--- src/rtl/ex1_ex2_pipe.sv ---
`default_nettype none
// ----------------------------------------------------------------------------
// ex1_ex2_pipe : dual-lane EX1->EX2 pipeline register with bubble insertion,
// backpressure hold and late-result fill. Optional macro: EX1_EX2_PERF_EN.
// Revision: 1.0
// ----------------------------------------------------------------------------
module ex1_ex2_pipe #(
  parameter int DATA_W = 32,
  parameter int REG_W  = 5
) (
  input  logic              clk,
  input  logic              rst,
  input  logic              flush,
  input  logic              ex1_valid,
  output logic              ex1_ready,
  input  logic              forward_stall,
  input  logic [DATA_W-1:0] ex1_pc,
  input  logic [REG_W-1:0]  ex1_rd0,
  input  logic [REG_W-1:0]  ex1_rd1,
  input  logic [DATA_W-1:0] ex1_data_0,
  input  logic [DATA_W-1:0] ex1_data_1,
  input  logic              ex1_data_0_valid,
  input  logic              ex1_data_1_valid,
  input  logic              ex2_ready,
  input  logic              ex2_late_valid_0,
  input  logic              ex2_late_valid_1,
  input  logic [DATA_W-1:0] ex2_late_data_0,
  input  logic [DATA_W-1:0] ex2_late_data_1,
  output logic              ex1_ex2_valid,
  output logic [DATA_W-1:0] ex1_ex2_pc,
  output logic [REG_W-1:0]  ex1_ex2_rd0,
  output logic [REG_W-1:0]  ex1_ex2_rd1,
  output logic [DATA_W-1:0] ex1_ex2_data_0,
  output logic [DATA_W-1:0] ex1_ex2_data_1,
  output logic              ex1_ex2_data_0_valid,
  output logic              ex1_ex2_data_1_valid
`ifdef EX1_EX2_PERF_EN
  ,
  output logic [31:0]       perf_bubble_cnt
`endif
);

  logic              valid_q, valid_d;
  logic [DATA_W-1:0] pc_q, pc_d;
  logic [REG_W-1:0]  rd0_q, rd0_d, rd1_q, rd1_d;
  logic [DATA_W-1:0] data0_q, data0_d, data1_q, data1_d;
  logic              dv0_q, dv0_d, dv1_q, dv1_d;
  logic              accept;
  logic              rd0_zero, rd1_zero;

  assign ex1_ready = ~valid_q | ex2_ready;
  assign accept    = ex1_valid & ex1_ready & ~forward_stall & ~flush;
  assign rd0_zero  = (ex1_rd0 == '0);
  assign rd1_zero  = (ex1_rd1 == '0);

  // Defaults describe a bubble: forwarding matches rd without looking at valid,
  // so every non-valid state must carry rd0=rd1=0.
  always_comb begin
    valid_d = 1'b0;
    pc_d    = '0;
    rd0_d   = '0;
    rd1_d   = '0;
    data0_d = '0;
    data1_d = '0;
    dv0_d   = 1'b0;
    dv1_d   = 1'b0;
    if (flush) begin
      valid_d = 1'b0;
    end else if (accept) begin
      valid_d = 1'b1;
      pc_d    = ex1_pc;
      rd0_d   = ex1_rd0;
      rd1_d   = ex1_rd1;
      data0_d = rd0_zero ? '0 : ex1_data_0;
      data1_d = rd1_zero ? '0 : ex1_data_1;
      dv0_d   = rd0_zero | ex1_data_0_valid;
      dv1_d   = rd1_zero | ex1_data_1_valid;
    end else if (valid_q && !ex2_ready) begin
      valid_d = 1'b1;
      pc_d    = pc_q;
      rd0_d   = rd0_q;
      rd1_d   = rd1_q;
      data0_d = (!dv0_q && ex2_late_valid_0) ? ex2_late_data_0 : data0_q;
      data1_d = (!dv1_q && ex2_late_valid_1) ? ex2_late_data_1 : data1_q;
      dv0_d   = dv0_q | ex2_late_valid_0;
      dv1_d   = dv1_q | ex2_late_valid_1;
    end
  end

  always_ff @(posedge clk or posedge rst) begin
    if (rst) begin
      valid_q <= 1'b0;
      pc_q    <= '0;
      rd0_q   <= '0;
      rd1_q   <= '0;
      data0_q <= '0;
      data1_q <= '0;
      dv0_q   <= 1'b0;
      dv1_q   <= 1'b0;
    end else begin
      valid_q <= valid_d;
      pc_q    <= pc_d;
      rd0_q   <= rd0_d;
      rd1_q   <= rd1_d;
      data0_q <= data0_d;
      data1_q <= data1_d;
      dv0_q   <= dv0_d;
      dv1_q   <= dv1_d;
    end
  end

  assign ex1_ex2_valid        = valid_q;
  assign ex1_ex2_pc           = pc_q;
  assign ex1_ex2_rd0          = rd0_q;
  assign ex1_ex2_rd1          = rd1_q;
  assign ex1_ex2_data_0       = data0_q;
  assign ex1_ex2_data_1       = data1_q;
  assign ex1_ex2_data_0_valid = dv0_q;
  assign ex1_ex2_data_1_valid = dv1_q;

`ifdef EX1_EX2_PERF_EN
  logic [31:0] perf_q;

  always_ff @(posedge clk or posedge rst) begin
    if (rst) begin
      perf_q <= '0;
    end else if (ex1_valid && ex1_ready && forward_stall && !flush) begin
      perf_q <= perf_q + 32'd1;
    end
  end

  assign perf_bubble_cnt = perf_q;
`endif

endmodule
`default_nettype wire

--- config.mk ---
export PLATFORM = sky130hd
export DESIGN_NAME = ex1_ex2_pipe
export DESIGN_NICKNAME = d
export VERILOG_FILES = /design/src/rtl/ex1_ex2_pipe.sv
export SDC_FILE = /design/constraint.sdc
export NUM_CORES = 1
export LEC_CHECK = 0
export BUFFER_PORTS_ARGS = -buffer_cell sky130_fd_sc_hd__buf_4
export CORE_AREA = 2 2 114 116
export DETAILED_ROUTE_END_ITERATION = 16
export DIE_AREA = 0 0 116 118
export GPL_ROUTABILITY_DRIVEN = 0
export PLACE_DENSITY = 0.69
export SYNTH_ARGS = -nofsm -noshare
export SYNTH_HDL_FRONTEND = slang
export SYNTH_SLANG_ARGS = --single-unit
--- constraint.sdc ---
create_clock -name clk -period 6.5 [get_ports clk]
set_input_delay 0 -clock clk [delete_from_list [all_inputs] [get_ports clk]]
set_output_delay 0 -clock clk [all_outputs]
set_load 0.02 [all_outputs]
# Yosys cells after proc, flatten, opt, wreduce, memory -nomap -nowiden
# Cells that the tools add are included.
dict set report op_classes {
  eq_ne 3
  n_reduce_logical 8
  bitwise 11
  mux 27
}
# op count
set op_table {}
lappend op_table {{$mux W32} 13}
lappend op_table {{$mux W5} 5}
lappend op_table {{$logic_not A5 Y1} 2}
lappend op_table {{$mux W1} 9}
lappend op_table {{$ne A4 B3 Y1 const B} 2}
lappend op_table {{$or A1 B1 Y1} 5}
lappend op_table {{$and A1 B1 Y1} 3}
lappend op_table {{$logic_and A1 B1 Y1} 3}
lappend op_table {{$logic_not A1 Y1} 3}
lappend op_table {{$ne A3 B3 Y1 const B} 1}
lappend op_table {{$not A1 Y1} 3}
dict set report totals {
  ff_bits 109
  inputBits 180
  wordCells 57
  out_inout_bits 110
}

# Depth between registers and ports, before layout
# Gate-level depths: netlist (run 1).
dict set report depth {
  word_depth 7
  depth_mapped 6
  depth_no_buf 4
}

# Least setup slack after synthesis (run 1)
# No wires, ideal clock.
dict set report synth_path {
  path_kind {reg2reg}
  start {register valid_q, in the netlist ex1_ex2_valid}
  end {register pc_q[31], in the netlist ex1_ex2_pc[31]}
  stages_incl_launch_ff 7
  setup_slack_ns 5.053
  required_time_ns 6.379
  arrival_time_ns 1.326
  cell_sequence {dfrtp_1 > nand2b_4 > nor3b_2 > buf_4 > buf_6 > buf_6 > a22o_1}
}
dict set report synth_between {
  elab_chain_cells 7
  elab_cells_between_ends 9
  cone_classes {eq/ne (1); mux (2); bitwise (5); reduce/logical (1)}
}
# item line
set synth_rtl {}
lappend synth_rtl {{start: declaration} 43} ;# logic valid_q, valid_d;
lappend synth_rtl {{start signal: assignment} 101} ;# valid_q <= valid_d;
lappend synth_rtl {{$not A1 Y1 (*)} 51} ;# assign ex1_ready = ~valid_q | ex2_ready;
lappend synth_rtl {{$or A1 B1 Y1 (*)} 51}
lappend synth_rtl {{net ex1_ready} 15} ;# output logic ex1_ready,
lappend synth_rtl {{$and A1 B1 Y1 (*) (3 in series)} 52} ;# assign accept = ex1_valid & ex1_ready & ~forward_stall & ~flush;
lappend synth_rtl {{$mux W32} 69} ;# end else if (accept) begin
lappend synth_rtl {{$mux W32} 67} ;# if (flush) begin
lappend synth_rtl {{end signal: assignment} 102} ;# pc_q <= pc_d;
lappend synth_rtl {{end: declaration} 44} ;# logic [DATA_W-1:0] pc_q, pc_d;
# The timed path passes the listed nets; every way through them passes the cells marked *.
# A chain may end at the register's enable or synchronous reset.

# Worst setup path after layout (run 1)
dict set report layout_path {
  start {register dv0_q, in the netlist ex1_ex2_data_0_valid}
  end {register data0_q[8], in the netlist ex1_ex2_data_0[8]}
}
dict set report layout_between {
  elab_chain_cells 3
}
# item line
set layout_rtl {}
lappend layout_rtl {{start: declaration} 47} ;# logic dv0_q, dv0_d, dv1_q, dv1_d;
lappend layout_rtl {{start signal: assignment} 107} ;# dv0_q <= dv0_d;
lappend layout_rtl {{$logic_not A1 Y1} 83} ;# data0_d = (!dv0_q && ex2_late_valid_0) ? ex2_late_data_0 : data0_q;
lappend layout_rtl {{$logic_and A1 B1 Y1} 83}
lappend layout_rtl {{$ne A4 B3 Y1 (no line)} --}
lappend layout_rtl {{end signal: assignment} 105} ;# data0_q <= data0_d;
lappend layout_rtl {{end: declaration} 46} ;# logic [DATA_W-1:0] data0_q, data0_d, data1_q, data1_d;
# No other way between the ends.

==> metrics.md, run 1 <==
| Metric | Value |
|---|---|
| Largest fanout on the critical path | 33 |
| Clk pin slew, worst setup/hold paths | 70 ps |
| Switching Fraction | 25.36% |
| Worst VDD drop | 100.2 uV |
| Placed cells | 894 |
| Synth area leaders | dfrtp_1 (58%), a22o_1 (7.9%), a21oi_1 (7.1%) |
| Layout cells sized above 1 | 34.40% |
| Area delta synth->final | 89.94% |
| Synth Net Count | 650 |
| Critical path's slowest cell | nand2_1 |
| Part of the power in the clock network | 33.2% |
| Post-Syn Instances | 470 |
| Mapped Area | 4666 um^2 |
| Number of cell rows | 41 |
| Pre-Repair DR Iteration Count | 6 |
| Net Sw Power | 392.6 uW |
| TritonCTS clock tree | built |
| Die X | 116 um |
| Final count of pins violating max slew | 0 |
| CP Class | flop to flop |
| Sequential group share of total power | 46.5% |
| Crit-path cells | nand2b_1, nand2_1, nor2_1, a21oi_1, dlygate4sd3_1 |
| Synth top area share | 58.46% |
| Largest net degree at the start of global routing | 68 |
| Setup Skew | 5.920 ps |
| Vias in the first global route | 5,832 |
| Worst path bufs/invs | 1 |
| Sequential area share after synthesis | 58.46% |
| CP Data Arrival Time | 3480 ps |
| Via count | 5,716 |
| Place WS | 3831 ps |
| Global Route Usage Sum | 26.87% |
| # H-tree levels | 3 |
| Combinational share of power | 20.4% |
| CP Launch Type | flop |
| Cts hold-fix bufs | 172 |
| Initial Util | 37.58% |
| DP Area | 6869 um^2 |
| Vias/cell | 5.283 |
| Final HPWL DP | 11,170 um |
| Reg2Reg Setup Slack | 3250 ps |
| Post-CTS setup buffer count | 0 |
| Leak Pwr | 0.004612 uW |
| NumNets Final | 1,085 |
| Die height | 118 um |
| CP required | 6730 ps |
| Fmax | 307.7 MHz |
| Final-report setup violation count | 0 |
| DRT iter0 DRCs | 624 |
| Internal power | 1156 uW |
| RSZ-0062 raised after global routing | false |
| Final Hold Viols | 0 |
| Final cell count without fillers | 1,082 |
| DRT antenna net count | 0 |
| Post-layout min period | 3250 ps |
| WL per Instance | 17.44 um |
| Yosys reg bits | 109 |
| Design area | 8862 um^2 |
| CTS Root Buffer Type | clkbuf_16 |
| WL final | 18,870 um |
| Cts bufs inserted | 9 |
| Post-cts sizing count | 0 |
| First-pass GRT wire length | 29,060 um |
| Max incr delay on CP | 930 ps |
| Netlist cell types | 20 |
| Worst-Margin Slew | 1197 ps |
| Max-cap viol count | 0 |
| Setup_tns | 0 ps |
| Initial antenna violation count | 0 |
| Top Ports | 290 |
| Syn Area/Cell | 9.927 um^2 |
| Yosys Warn Count | 0 |
| # port buffers | 289 |
| Status | complete, no violations |
| Worst relative slew slack | 20.02% |
| Clock Path Buffers | 2 |
| Clock latency on the worst-skew pair | 340 ps |
| Hold Path Class | primary input to flop |
| Final period util | 50.00% |
| Delay-heaviest family, CP | simple AND/OR/NAND/NOR gates |
| Detailed-route DRC error count | 0 |
| Core Region | 12,410 um^2 |
| Die Area | 13,690 um^2 |
| Power per cell area | 174.7 nW/um^2 |
| Crit end category | flop |
| Leading area contributor after synthesis | dfrtp_1 |
| Grt total ovfl | 0 |
| Num Clock Sinks | 109 |
| Final critical-path setup slack | 3250 ps |
| Diodes inserted | 0 |
[per-stage QoR]
stage                     hold slack [ps]  util (%)  power, uW
final                               11.18     71.39       1548
after global routing                14.70     71.39       1611
after CTS                           6.827     71.39       1552
after detailed placement            91.59     55.33      964.0
after global placement              86.88     55.33      960.6
after floorplan                     63.14         -      820.0
[placed cells by master, fill, tap and decap left out]
cell type,synthesis,final
a21oi_1,66,66
a22o_1,42,42
a32o_1,1,1
buf_4,7,294
clkbuf_1,15,3
clkbuf_16,0,9
clkbuf_8,0,1
clkinv_2,0,1
clkinv_4,0,1
clkinvlp_4,0,1
dfrtp_1,109,109
dlygate4sd3_1,0,172
inv_2,1,1
inv_4,0,1
mux2_2,1,1
nand2_1,4,4
nand2b_1,3,3
nand2b_4,1,1
nand3_1,63,63
nor2_1,65,65
nor3_1,2,2
nor3b_4,0,2
o21ai_0,65,65
o21ai_1,2,2
[cell usage after synthesis]
cell type	count
a22o_1	42
a32o_1	1
nor3b_2	2
buf_4	7
nor3_1	2
inv_1	1
nand2b_1	3
inv_2	1
buf_2	16
clkbuf_1	15
nor2_1	65
o21ai_0	65
nand2_1	4
nand2b_4	1
dfrtp_1	109
nand3_1	63
a21oi_1	66
mux2_2	1
o21ai_1	2
buf_6	4
[worst min-delay path, cell delays in order]
cell,delay (ps)
buf_4,80
o21ai_0,70
a21oi_1,160
[path summary, 6_finish.rpt]
check	from	cells past startpoint	to
min in group asynchronous	rst	3	ex1_ex2_data_0[30]$_DFFE_PP0P_
max reg2reg	ex1_ex2_data_0_valid$_DFF_PP0_	5	ex1_ex2_data_0[8]$_DFFE_PP0P_
min	ex2_late_data_0[24]	3	ex1_ex2_data_0[24]$_DFFE_PP0P_
min reg2reg	ex1_ex2_pc[22]$_DFFE_PP0P_	1	ex1_ex2_pc[22]$_DFFE_PP0P_
max in group asynchronous	rst	4	ex1_ex2_rd0[0]$_DFFE_PP0P_
max	ex1_ex2_data_0_valid$_DFF_PP0_	5	ex1_ex2_data_0[8]$_DFFE_PP0P_
[sequential cells by signal (all words and copies together) (netlist names)]
signal                count
ex1_ex2_rd1               5
ex1_ex2_data_0           32
ex1_ex2_data_1_valid      1
ex1_ex2_data_0_valid      1
ex1_ex2_rd0               5
ex1_ex2_data_1           32
ex1_ex2_valid             1
ex1_ex2_pc               32
[logic make-up (layout without fill, tap and decap cells)]
kind of cell           Yosys count  in the layout  share of synthesized area [%]
AND/OR/NAND/NOR                140            140                          13.76
multiplexers                     1              1                         0.2413
buffers and inverters           44            484                          5.175
AO/OA/AOI/OAI                  176            176                          22.37
flip-flops                     109            109                          58.46
[per-layer routing]
| layer | vias up | wire length, um | track usage, % |
|---|---|---|---|
| met2 | 357 | 9622 | 45.69 |
| met4 | 0 | 833 | 14.58 |
| met1 | 2747 | 6888 | 31.16 |
| met5 | - | 0 | 0 |
| li1 | 2540 | - | - |
| met3 | 72 | 1523 | 5.767 |
[cell type report]
type	count	area [um^2]
multi-input combinational	317	1709
sequential	109	2728
fill	887	3552
timing repair buffer	466	3929
clock inverter	3	21.27
tap	172	215.2
clock buffer	13	250.2
inverter	2	10.01
[power by group through the flow]
stage / Sequential (uW) / Clock [uW] / Combinational (uW)
4_1_cts: 718 / 524 / 310
6_report: 719 / 514 / 315
3_3_place_gp: 731 / 0 / 230
2_1_floorplan: 760 / 0 / 60.1
3_5_place_dp: 731 / 0 / 233
5_1_grt: 722 / 554 / 335
Power figures use the tool's default switching activity.
==> inputs of run 2 (changes only) <==
==> config.mk (replaced) <==
export PLATFORM = sky130hd
export DESIGN_NAME = ex1_ex2_pipe
export DESIGN_NICKNAME = d
export VERILOG_FILES = /design/src/rtl/ex1_ex2_pipe.sv
export SDC_FILE = /design/constraint.sdc
export NUM_CORES = 1
export LEC_CHECK = 0
export ABC_AREA = 1
export BUFFER_PORTS_ARGS = -buffer_cell sky130_fd_sc_hd__buf_4
export CORE_AREA = 2 2 112 114
export DETAILED_ROUTE_END_ITERATION = 16
export DIE_AREA = 0 0 114 116
export GPL_ROUTABILITY_DRIVEN = 0
export PLACE_DENSITY = 0.72
export SYNTH_ARGS = -nofsm -noshare
export SYNTH_HDL_FRONTEND = slang
export SYNTH_SLANG_ARGS = --single-unit
==> constraint.sdc (replaced) <==
create_clock -name clk -period 3.2 [get_ports clk]
set_input_delay 0 -clock clk [delete_from_list [all_inputs] [get_ports clk]]
set_output_delay 0 -clock clk [all_outputs]
set_load 0.02 [all_outputs]
==> run 2 against run 1 <==
Against the previous run: non-clock buffer count down 15; synthesized cell count up 14%; area after synthesis up 3.7%; setup slack worse by 2700 ps; die area down 3.4%; power up 110%; clock skew about the same; flip-flop and latch count unchanged; hold slack worse by 4.8 ps; utilization up 3.2 points.
==> metrics.md, run 2 <==
| Metric | Value |
|---|---|
| Status | complete, no violations |
| Grt total ovfl | 0 (unchanged) |
| Diodes inserted | 0 (unchanged) |
| CTS Root Buffer Type | clkbuf_16 |
| Via count | 5,767 (+0.89%) |
| Setup Skew | 6.334 ps (+0.4145 ps) |
| Number of flops mapped to enable cells by yosys | 0 (unchanged) |
| Number of cell rows | 40 (-2.4%) |
| CP Data Arrival Time | 2850 ps (-630 ps) |
| Top-count cell post-synth | dfrtp_1 |
| Hold Path Class | primary input to flop |
| Post-Syn Instances | 535 (+14%) |
| Asr flop ratio synth | 100.0% (unchanged) |
| CP Class | flop to flop |
| RSZ-0062 raised after global routing | false |
| Area of the multi-input gates | 1821 um^2 (+6.5%) |
| Synth area leaders | dfrtp_1 (56%), a22o_1 (7.2%), nand3_1 (7.1%) |
| Die height | 116 um (-1.7%) |
| First-pass GRT wire length | 29,120 um (+0.24%) |
| Clock Path Buffers | 2 (unchanged) |
| Largest net degree at the start of global routing | 74 (+8.8%) |
| Final-report setup violation count | 0 (unchanged) |
| Cts bufs inserted | 9 (unchanged) |
| Area delta synth->final | 83.73% |
| Pre-Repair DR Iteration Count | 5 (-1) |
| # port buffers | 289 (unchanged) |
| Initial antenna violation count | 0 (unchanged) |
| Design area | 8890 um^2 (+0.31%) |
| Clk pin slew, worst setup/hold paths | 70 ps (about the same) |
| DRT antenna net count | 0 (unchanged) |
| Commonest non-fill, non-tap cell in the layout | buf_4 |
| CP required | 3430 ps (-3300 ps) |
| Synth Net Count | 715 (+10%) |
| Detailed-route DRC error count | 0 (unchanged) |
| Core Region | 11,910 um^2 (-4.1%) |
| WL final | 18,950 um (+0.46%) |
| Clock latency on the worst-skew pair | 340 ps (about the same) |
| WL per Instance | 17.11 um (-1.9%) |
| CP Launch Type | flop |
| Layout cells sized above 1 | 33.51% (-0.89 points) |
| Yosys reg bits | 109 (unchanged) |
| Top Ports | 290 (unchanged) |
| Setup_tns | 0 ps (unchanged) |
| Leak Pwr | 0.004751 uW (+3.0%) |
| Sequential area share after synthesis | 56.37% (-2.1 points) |
| DP Area | 7047 um^2 (+2.6%) |
| Crit end category | flop |
| Yosys Warn Count | 0 (unchanged) |
| Final count of pins violating max slew | 0 (unchanged) |
| Vias in the first global route | 5,929 (+1.7%) |
| Netlist cell types | 17 (-15%) |
| Worst-Margin Slew | 1150 ps (-46.57 ps) |
| Worst relative slew slack | 23.13% (+3.1 points) |
| Global Route Usage Sum | 28.09% (+1.2 points) |
| Synth top area share | 56.37% (-2.1 points) |
| Top_reg_cell synth | dfrtp_1 |
| Worst VDD drop | 232.2 uV (+130%) |
| Final HPWL DP | 11,590 um (+3.7%) |
| NumNets Final | 1,136 (+4.7%) |
| Post-CTS setup buffer count | 0 (unchanged) |
| Power per cell area | 368.5 nW/um^2 (+110%) |
| Register Area | 2728 um^2 (unchanged) |
| Die X | 114 um (-1.7%) |
| TritonCTS clock tree | built |
| Syn Area/Cell | 9.044 um^2 (-8.9%) |
| Final Hold Viols | 0 (unchanged) |
| Fmax | 380.9 MHz (+24%) |
| Num Clock Sinks | 109 (unchanged) |
| Max-cap viol count | 0 (unchanged) |
| DRT iter0 DRCs | 485 (-22%) |
| Leading area contributor after synthesis | dfrtp_1 |
| Fillers | 794 (-10%) |
| Initial Util | 40.62% (+3.0 points) |
| Vias/cell | 5.205 (-1.5%) |
| Commonest cells in the netlist | dfrtp_1 (109), nand2_1 (86), nand3_1 (69), nor2_1 (55), o21ai_0 (54) |
| Die Area | 13,220 um^2 (-3.4%) |
| Post-layout min period | 2626 ps (-624.2 ps) |
| # H-tree levels | 3 (unchanged) |
| Final period util | 82.05% (+32 points) |
| Mapped Area | 4838 um^2 (+3.7%) |
| Most frequent cells in the layout | buf_4 (298), dlygate4sd3_1 (153), dfrtp_1 (109) |
| Largest fanout on the critical path | 33 (unchanged) |
run 2: cell count changes in the layout (fill, tap and decap cells not counted), moves of 4 or more:
cell           delta
inv_1            +15
a21oi_1          -18
nand2_1          +82
dlygate4sd3_1    -19
nand3_1           +6
o21ai_0          -11
buf_4             +4
nor2_1           -10
o21ai_1           +5
run 2: power breakdown:
group,internal [uW],switching (uW)
sequential,1430,34.6
clock,655,495
combinational,369,292
total,2450,821
run 2: layer usage:
layer,GRT usage (%),up-vias,share of wire [%]
li1,-,2661,-
met1,31.53,2735,37
met2,49.56,302,51
met3,6.224,69,7.2
met4,16.02,0,4.6
met5,0,-,0
run 2: per-stage QoR:
step | cells | total power [uW] | utilization (%) | hold slack [ps] | setup slack (ps)
detailed placement | 939 | 1996 | 59.16 | 222.0 | 1047
floorplan | 535 | 1689 | - | 130.6 | 326.1
global placement | 939 | 1988 | 59.16 | 217.3 | 1116
finish | 1108 | 3276 | 74.63 | 6.354 | 574.4
global route | 1108 | 3404 | 74.63 | 21.80 | 381.3
CTS | 1108 | 3286 | 74.63 | 0.5897 | 659.6
run 2: layout make-up:
type	instances	area share, %
flip-flops and latches	109	30.68
multi-input cells	365	20.48
repair buffers	451	42.39
clock buffers	12	2.885
well taps	147	2.069
clock inverters	4	0.6193
inverters	20	0.8726
run 2: repair_timing:
action / in CTS / in global routing
endpoints found under the hold margin: 179 / 0
resized for setup: 0 / 0
hold buffers: 153 / 0
run 2: logic make-up (layout without fill, tap and decap cells):
kind of cell | Yosys count | in the layout | share of synthesized area (%)
buffers and inverters | 61 | 487 | 5.999
AOI/OAI and AO/OA | 151 | 151 | 18.83
and+or+nand+nor | 214 | 214 | 18.80
DFF | 109 | 109 | 56.37
run 2: critical path, stage by stage, from the launching register on:
cell and delay [ps]:
dfrtp_1 370, inv_1 50, nand2_1 50, buf_4 320, nand2_1 720, nor2_1 360, a21oi_1 80, dlygate4sd3_1 560
run 2: path summary, 6_finish.rpt:
path                                                start                        endpoint  slack [ps]  cells past startpoint
setup / recovery           ex1_ex2_data_1_valid$_DFF_PP0_  ex1_ex2_data_1[28]$_DFFE_PP0P_         570                      7
max in group asynchronous                             rst  ex1_ex2_data_1[18]$_DFFE_PP0P_        1950                      4
setup reg to reg           ex1_ex2_data_1_valid$_DFF_PP0_  ex1_ex2_data_1[28]$_DFFE_PP0P_         570                      7
hold / removal                         ex2_late_data_1[4]   ex1_ex2_data_1[4]$_DFFE_PP0P_           6                      3
hold reg to reg                ex1_ex2_rd0[3]$_DFFE_PP0P_      ex1_ex2_rd0[3]$_DFFE_PP0P_         500                      2
min in group asynchronous                             rst  ex1_ex2_data_1[28]$_DFFE_PP0P_         410                      3
==> inputs of run 3 (changes only) <==
==> config.mk (replaced) <==
export PLATFORM = sky130hd
export DESIGN_NAME = ex1_ex2_pipe
export DESIGN_NICKNAME = d
export VERILOG_FILES = /design/src/rtl/ex1_ex2_pipe.sv
export SDC_FILE = /design/constraint.sdc
export NUM_CORES = 1
export LEC_CHECK = 0
export ABC_AREA = 0
export BUFFER_PORTS_ARGS = -buffer_cell sky130_fd_sc_hd__buf_4
export CORE_AREA = 2 2 113 115
export DETAILED_ROUTE_END_ITERATION = 16
export DIE_AREA = 0 0 115 117
export GPL_ROUTABILITY_DRIVEN = 0
export PLACE_DENSITY = 0.73
export SYNTH_ARGS = -nofsm -noshare
export SYNTH_HDL_FRONTEND = slang
export SYNTH_SLANG_ARGS = --single-unit
==> constraint.sdc (replaced) <==
create_clock -name clk -period 2.3 [get_ports clk]
set_input_delay 0 -clock clk [delete_from_list [all_inputs] [get_ports clk]]
set_output_delay 0 -clock clk [all_outputs]
set_load 0.02 [all_outputs]
==> run 3 against run 2 <==
Against the previous run: highest routed layer unchanged; clock power increased by 27%; critical endpoint is now ex1_ex2_data_0[29]$_DFFE_PP0P_; the flow now finishes with violations (hold timing); first-iteration DRC count increased by 2.7%; cell count decreased by 2.8%.
==> metrics.md, run 3 (synthesis results as in run 1) <==
| Metric | Value |
|---|---|
| Status | complete, but fails checks |
| Cells on worst reg2reg path | 7 (unchanged) |
| Hold Path Depth | 3 (unchanged) |
| Internal power | 3263 uW (+33%) |
| Part of the power in the clock network | 33.1% (-2.0 points) |
| CTS Root Buffer Type | clkbuf_16 |
| Initial Util | 37.90% (-2.7 points) |
| TritonCTS clock tree | built |
| Vias in the first global route | 5,638 (-4.9%) |
| Final Hold Viols | 1 (+1) |
| # H-tree levels | 3 (unchanged) |
| Initial antenna violation count | 0 (unchanged) |
| Final HPWL DP | 11,430 um (-1.4%) |
| Setup_tns | 0 ps (unchanged) |
| Pre-Repair DR Iteration Count | 6 (+1) |
| Fillers | 804 (+1.3%) |
| Hold Path Sink | ex1_ex2_data_0[8]$_DFFE_PP0P_ |
| Core Region | 12,310 um^2 (+3.4%) |
| Setup Skew | 12.65 ps (+6.316 ps) |
| CP Launch Type | flop |
| Final Core Density | 73.79% (-0.84 points) |
| Crit-path cells | nor3b_4, buf_12, nand2_1, buf_4, nor2_1, a21oi_1, dlygate4sd3_1 |
| Die X | 115 um (+0.88%) |
| CP Class | flop to flop |
| Via count | 5,729 (-0.66%) |
| Grt total ovfl | 0 (unchanged) |
| # port buffers | 289 (unchanged) |
| Net Sw Power | 1152 uW (+40%) |
| Worst-Margin Slew | 583.3 ps (-566.9 ps) |
| Largest net degree at the start of global routing | 57 (-23%) |
| Worst VDD drop | 315.7 uV (+36%) |
| Critical path's slowest cell | dlygate4sd3_1 |
| Global Route Usage Sum | 26.67% (-1.4 points) |
| Commonest non-fill, non-tap cell in the layout | buf_4 |
| Die height | 117 um (+0.86%) |
| WL per Instance | 18.22 um (+6.5%) |
| DRT antenna net count | 0 (unchanged) |
| Largest fanout on the critical path | 31 (-6.1%) |
| Area delta synth->final | 94.72% |
| Post-layout min period | 2229 ps (-396.7 ps) |
| Clock Path Buffers | 2 (unchanged) |
| Failing checks | hold timing |
| Max incr delay on CP | 560 ps (-160 ps) |
| WL final | 19,620 um (+3.5%) |
| Worst relative slew slack | 61.03% (+38 points) |
| Power per cell area | 485.9 nW/um^2 (+32%) |
| Hold Path Class | primary input to flop |
| RR Startpoint | ex1_ex2_valid$_DFF_PP0_ |
| Vias/cell | 5.319 (+2.2%) |
| Layout cells sized above 1 | 36.46% (+3.0 points) |
| CP Data Arrival Time | 2460 ps (-390 ps) |
| CP required | 2530 ps (-900 ps) |
| Crit end category | flop |
| Diodes inserted | 0 (unchanged) |
| Final cell count without fillers | 1,077 (-2.8%) |
| Die Area | 13,460 um^2 (+1.7%) |
| Sequential group share of total power | 46.0% (+1.3 points) |
| NumNets Final | 1,102 (-3.0%) |
| Num Clock Sinks | 109 (unchanged) |
| Switching Fraction | 26.09% (+1.0 points) |
| Cts bufs inserted | 9 (unchanged) |
| Final period util | 96.91% (+15 points) |
| Final-report setup violation count | 0 (unchanged) |
| Worst r2r dst | ex1_ex2_data_0[29]$_DFFE_PP0P_ |
| Top Ports | 290 (unchanged) |
| Placed cells | 883 (-6.0%) |
| Clk pin slew, worst setup/hold paths | 70 ps (about the same) |
| Detailed-route DRC error count | 0 (unchanged) |
| Number of cell rows | 41 (+2.5%) |
| Combinational share of power | 20.9% (+0.7 points) |
| Final count of pins violating max slew | 0 (unchanged) |
| Worst hold slack | -3.445 ps (-9.799 ps) |
| Fmax | 448.6 MHz (+18%) |
| First-pass GRT wire length | 28,020 um (-3.8%) |
| Leak Pwr | 0.004721 uW (-0.64%) |
| DRT iter0 DRCs | 498 (+2.7%) |
| Most frequent cells in the layout | buf_4 (307), dlygate4sd3_1 (167), dfrtp_1 (109) |
| Max-cap viol count | 0 (unchanged) |
| Hold Crit Start | ex2_late_data_0[8] |
| Clock latency on the worst-skew pair | 350 ps (about the same) |
| Reg2Reg Setup Slack | 70 ps (-500 ps) |
[run 3: cell type report]
class,instances,area (um^2),share of cell area [%]
Clock buffer,10,229.0,2.520
Clock inverter,6,50.05,0.5509
Inverter,2,11.26,0.1239
Multi-Input combinational cell,317,1712,18.84
Sequential cell,109,2728,30.02
Tap cell,150,187.7,2.066
Timing Repair Buffer,483,4168,45.88
[run 3: power by group through the flow]
stage | Combinational (uW) | Sequential [uW] | Clock [uW]
6_report | 922 | 2030 | 1460
5_1_grt | 978 | 2040 | 1570
4_1_cts | 887 | 2030 | 1480
3_5_place_dp | 674 | 2060 | 0
3_3_place_gp | 664 | 2060 | 0
2_1_floorplan | 170 | 2150 | 0
[run 3: worst max-delay path by stage]
stage                     slack (ps)                    start  cells after the start                             end
after global placement           710  ex1_ex2_valid$_DFF_PP0_                      6  ex1_ex2_data_0[23]$_DFFE_PP0P_
after global routing             -40  ex1_ex2_valid$_DFF_PP0_                      7  ex1_ex2_data_0[10]$_DFFE_PP0P_
final                             70  ex1_ex2_valid$_DFF_PP0_                      7  ex1_ex2_data_0[29]$_DFFE_PP0P_
after floorplan                  850  ex1_ex2_valid$_DFF_PP0_                      6      ex1_ex2_pc[31]$_DFFE_PP0P_
after detailed placement         640  ex1_ex2_valid$_DFF_PP0_                      6  ex1_ex2_data_0[20]$_DFFE_PP0P_
after CTS                        100  ex1_ex2_valid$_DFF_PP0_                      7  ex1_ex2_data_0[15]$_DFFE_PP0P_
[run 3: critical path, delay by kind of cell (launching register included)]
family,cells,cell delay (ps)
simple gates,3,640
buf+inv,3,990
flops,1,420
compound gates,1,70
[run 3: timing repair]
item                                    CTS  global route
hold endpoints to repair                133             0
resized for setup                         0             2
endpoints found under the setup margin    0            48
buffers inserted                          0             7
hold buffers                            167             0
[run 3: stage by stage]
| step | instance area (um^2) | setup slack (ps) | power, uW |
|---|---|---|---|
| final | 9085 | 71.06 | 4415 |
| after global routing | 9085 | -41.90 | 4589 |
| after CTS | 8926 | 97.92 | 4399 |
| after detailed placement | 6975 | 641.1 | 2739 |
| after global placement | 6975 | 708.2 | 2727 |
| after floorplan | 4669 | 853.2 | 2318 |
[run 3: layer usage]
metal / track usage, % / vias to the layer above / wire, um
li1: - / 2571 / -
met1: 30.30 / 2721 / 7345
met2: 48.04 / 364 / 9968
met3: 5.252 / 73 / 1476
met4: 13.41 / 0 / 832
met5: 0 / - / 0
